### src/rtl/mult_128.sv
// Iterative unsigned 64x64 -> 128-bit multiplier with stream handshakes.
// Four 64x16 partial products are accumulated over four cycles, one in flight at a time.
module mult_128 (
  input  logic         clk,
  input  logic         rst,
  input  logic [63:0]  input_a_tdata,
  input  logic [63:0]  input_b_tdata,
  input  logic         input_a_tvalid,
  input  logic         input_b_tvalid,
  output logic         input_a_tready,
  output logic         input_b_tready,
  output logic [127:0] output_tdata,
  output logic         output_tvalid,
  input  logic         output_tready
);

  typedef enum logic [1:0] {IDLE, CALC, DONE} state_t;

  state_t        state_reg, state_next;
  logic [63:0]   a_reg, b_reg;
  logic [127:0]  acc_reg;
  logic [1:0]    cnt_reg;
  logic          ready_reg;
  logic [127:0]  tdata_reg;
  logic          tvalid_reg;

  logic [15:0]   b_chunk [4];
  logic [79:0]   pp;
  logic [127:0]  pp_shifted;
  logic [127:0]  acc_next;
  logic          capture;
  logic          transfer;

  generate
    for (genvar gi = 0; gi < 4; gi++) begin : g_chunk
      assign b_chunk[gi] = b_reg[16*gi +: 16];
    end
  endgenerate

  assign pp         = {16'b0, a_reg} * {64'b0, b_chunk[cnt_reg]};
  assign pp_shifted = {48'b0, pp} << {cnt_reg, 4'b0000};
  assign acc_next   = acc_reg + pp_shifted;

  // Ready is registered so it stays low through reset and rises on the first edge after.
  assign capture  = ready_reg & input_a_tvalid & input_b_tvalid;
  assign transfer = tvalid_reg & output_tready;

  always_ff @(posedge clk or posedge rst) begin
    if (rst) begin
      state_reg <= IDLE;
    end else begin
      state_reg <= state_next;
    end
  end

  always_comb begin
    state_next = state_reg;
    case (state_reg)
      IDLE:    if (capture) state_next = CALC;
      CALC:    if (cnt_reg == 2'd3) state_next = DONE;
      DONE:    if (transfer) state_next = IDLE;
      default: state_next = IDLE;
    endcase
  end

  always_ff @(posedge clk or posedge rst) begin
    if (rst) begin
      a_reg      <= '0;
      b_reg      <= '0;
      acc_reg    <= '0;
      cnt_reg    <= '0;
      ready_reg  <= 1'b0;
      tdata_reg  <= '0;
      tvalid_reg <= 1'b0;
    end else begin
      ready_reg <= (state_next == IDLE);
      case (state_reg)
        IDLE: begin
          if (capture) begin
            a_reg   <= input_a_tdata;
            b_reg   <= input_b_tdata;
            acc_reg <= '0;
            cnt_reg <= '0;
          end
        end
        CALC: begin
          acc_reg <= acc_next;
          cnt_reg <= cnt_reg + 2'd1;
          if (cnt_reg == 2'd3) begin
            tdata_reg  <= acc_next;
            tvalid_reg <= 1'b1;
          end
        end
        DONE: begin
          if (transfer) tvalid_reg <= 1'b0;
        end
        default: ;
      endcase
    end
  end

  assign input_a_tready = ready_reg;
  assign input_b_tready = ready_reg;
  assign output_tdata   = tdata_reg;
  assign output_tvalid  = tvalid_reg;

endmodule

### config.mk
export PLATFORM = sky130hd
export DESIGN_NAME = mult_128
export DESIGN_NICKNAME = d
export VERILOG_FILES = /design/src/rtl/mult_128.sv
export SDC_FILE = /design/constraint.sdc
export NUM_CORES = 2
export LEC_CHECK = 0
export ABC_AREA = 0
export ABC_CLOCK_PERIOD_IN_PS = 26800
export BUFFER_PORTS_ARGS = -buffer_cell sky130_fd_sc_hd__buf_2
export CORE_MARGIN = 2
export CORE_UTILIZATION = 45
export DETAILED_ROUTE_END_ITERATION = 6
export SLEW_MARGIN = 10
export SYNTH_ARGS = -nofsm -noshare
export SYNTH_HDL_FRONTEND = slang
export SYNTH_SLANG_ARGS = --single-unit
### constraint.sdc
create_clock -name clk -period 26.8 [get_ports clk]
set_input_delay 5.36 -clock clk [delete_from_list [all_inputs] [get_ports clk]]
set_output_delay 5.36 -clock clk [all_outputs]
set_load 0.01 [all_outputs]
==> flow_summary.toml <==
[drt]
routedWlPerCell_um = 21.3
first_pass_iters = 7
dr_total_vias = 44889
drtAntennaViolNets = 0
wl_mm = 172
drtIter0Drc = 3013
drc_errors = 2
vias_per_cell = 5.56

[clocking]
cts_max_level = 2
clkTransAtPathRegs_ns = 0.06
root_buffer = "clkbuf_16"
clk_latency_ns = 0.69
cts_resized = 0
hold_buffers = 0
cts_buffers = 49
cts_sinks = 390
clockBufferDepth = 3
post-cts-setup-buffers = 0
cts_tree = "done"

[grt]
grt_pass1_wl_mm = 274
grt_overflow = 0
grt_max_degree = 119
grt_pass1_vias = 46651
antenna_found_initial = 5
grt_usage = 0.279

[sta]
fin_skew_ns = 0.0795
rsz0062_at_grt = "no"
setup_tns_ns = 0
maxSlewViolCount = 0
setup_violations = 0
slew_headroom = 0.273
fin_crit_ns = 13.39
tightest_slew_ns = 1.09
max_freq_mhz = 74.7
post-route-period-util = 0.500
hold_violations = 0

[placement]
gp_congestion = 0.962
hpwl_mm = 137
port_buffers = 263
place_area_um2 = 57800

[worst_setup_path]
cpPeakStageDelay_ns = 0.96
crit_arrival_ns = 13.86
endpoint = "acc_reg[125]"
endpoint_kind = "flop"
startpoint = "cnt_reg[1]"
cp.required_ns = 27.27
r2r-end = "acc_reg[125]"
critPathLaunchType = "flop"
crit_slowest_cell = "dfrtp_4"
crit_type = "reg -> reg"
cp_common_cell = "fa_1"
r2r_slack_ns = 13.41
worstPathMaxFanout = 65
reg2reg_depth = 37
rr_startpoint = "cnt_reg[1]"

[outcome]
outcome = "complete, but fails checks"
violations = "DRC"

[synth]
synth.area.top_cells = "fa_1 31%, dfrtp_1 18%, nand2_1 7.9%"
synth_cell_types = 78
synth-edff-count = 0
synth_compound_area_frac = 0.120
syn_inst = 6443
synth_top_area_frac = 0.313
ys_async_sr_fraction = 1.00
synth_top_family_by_area = "adder cells"
syn_area_per_cell_um2 = 8.62
yosys.area_share.xor_xnor = 0.0319
syn_area_um2 = 55500
synth-main-ff-cell = "dfrtp_1"
synth-simple-area-share = 0.164
ys_ff_latch = 390
synth-adder-area-share = 0.376
synth_nets = 7723
synth.area.mux_share = 0.0406
ys_seq_area_frac = 0.176
synth_top_cell_by_area = "fa_1"
yosysWarnings = 0

[cells_and_area]
nFillCells = 11811
nNetsFinal = 7690
area_growth_pct = 7.12
drive_gt1_frac = 0.0896
final_cell_area_um2 = 59500

[min_path]
hold_path.class = "reg -> reg"

[flow_run]
drv_cap = 0

[floorplan]
die_x_um = 355
ioPinCount = 264
fp.coreArea_um2 = 122000
num_rows = 128
die-area_um2 = 126000
die_y_um = 355
start_util = 0.454
## cell usage after synthesis, drive strengths merged, types with 14 or more instances
cell type	number
o21ai	440
mux2	140
and3	17
xnor2	131
and2	358
inv	974
o21bai	59
ha	280
nand4	86
o31ai	20
a211oi	14
o211ai	14
buf	16
xor2	71
clkbuf	370
nor3	30
a21oi	319
o22ai	21
nand3	52
o21a	33
dfrtp	390
a31oi	30
mux2i	32
mux4	16
nand2	1175
nor2b	21
a21o	84
fa	867
nor2	230
## metal layers
metal / track usage / vias up / wire, um
met2: 0.458 / 1394 / 81700
met5: 0 / - / 27
met3: 0.0427 / 296 / 10700
met1: 0.380 / 22889 / 74600
met4: 0.0851 / 4 / 5450
li1: - / 20306 / -
## worst max-delay path: cells and delay by family, from the launching register on
kind            cells  cell delay (ns)
simple gates        7             1.70
buf+inv             4             0.68
flops               1             0.96
xor+xnor            2             0.65
fa+ha+maj           8             3.86
compound gates     15             4.33
mux                 1             0.96
## layout make-up
cell class	instances	area, um2	share of cell area
multi-input cells	4692	40700	0.684
flip-flops and latches	390	9760	0.164
inverters	975	3670	0.0616
well taps	1625	2030	0.0342
repair buffers	302	1610	0.0270
clock buffers	60	1340	0.0225
clock inverters	31	385	0.00648
diodes	4	10.0	0.000168
## worst min-delay path by stage
| stage | from | depth (start not counted) | end | slack, ns |
|---|---|---|---|---|
| after detailed placement | output_tdata[86] | 2 | output_tdata[86] | 0.46 |
| after CTS | output_tdata[20] | 2 | output_tdata[20] | 0.48 |
| after global placement | output_tdata[29] | 2 | output_tdata[29] | 0.46 |
| after global routing | output_tdata[86] | 2 | output_tdata[86] | 0.50 |
| after floorplan | acc_reg[100] | 2 | acc_reg[100] | 0.46 |
| final | output_tdata[23] | 2 | output_tdata[23] | 0.48 |
## cells in the final DEF (no fill, tap or decap), types with 9 or more instances in the layout
master / Yosys / final
buf_4: 1 / 39
xor2_1: 71 / 71
and3_1: 17 / 17
a21oi_1: 319 / 319
or3_1: 10 / 10
buf_2: 0 / 263
nand4_1: 86 / 86
xnor2_1: 131 / 131
o21ai_0: 424 / 424
o21bai_1: 59 / 59
nor2_1: 230 / 230
nor2b_1: 21 / 21
nor3_1: 29 / 29
a21o_1: 84 / 84
inv_1: 973 / 972
o22ai_1: 21 / 21
o21ai_1: 16 / 16
mux2i_1: 32 / 32
o211ai_1: 14 / 14
a211oi_1: 14 / 14
o21a_1: 33 / 33
o31ai_1: 20 / 20
o221ai_1: 9 / 9
mux4_2: 16 / 15
and2_1: 357 / 357
mux2_2: 140 / 140
clkbuf_16: 0 / 49
nand2b_1: 11 / 10
fa_1: 867 / 867
ha_1: 280 / 280
or2_2: 9 / 9
a31oi_1: 30 / 30
dfrtp_1: 390 / 388
nor4_1: 9 / 9
nand3_1: 52 / 52
nand2_1: 1175 / 1174
## kinds of logic after synthesis
logic type               after synthesis
buffers and inverters               1361
AO/OA/AOI/OAI                       1125
adder cells (fa/ha/maj)             1147
flip-flops                           390
multiplexers                         188
XOR/XNOR                             202
AND/OR/NAND/NOR                     2030
## metrics by stage
stage | utilization | instances | worst slack, ns | hold slack (ns)
final | 0.487 | 8079 | 13.41 | 0.477
after global routing | 0.487 | 8078 | 12.82 | 0.496
after CTS | 0.487 | 8075 | 13.55 | 0.479
after detailed placement | 0.473 | 7984 | 13.60 | 0.465
after global placement | 0.473 | 7984 | 13.71 | 0.460
after floorplan | - | 6443 | 10.60 | 0.456
Power is left out: the tool's default activity adds up to more than one toggle a clock period on the data nets, which glitch-free logic cannot reach.
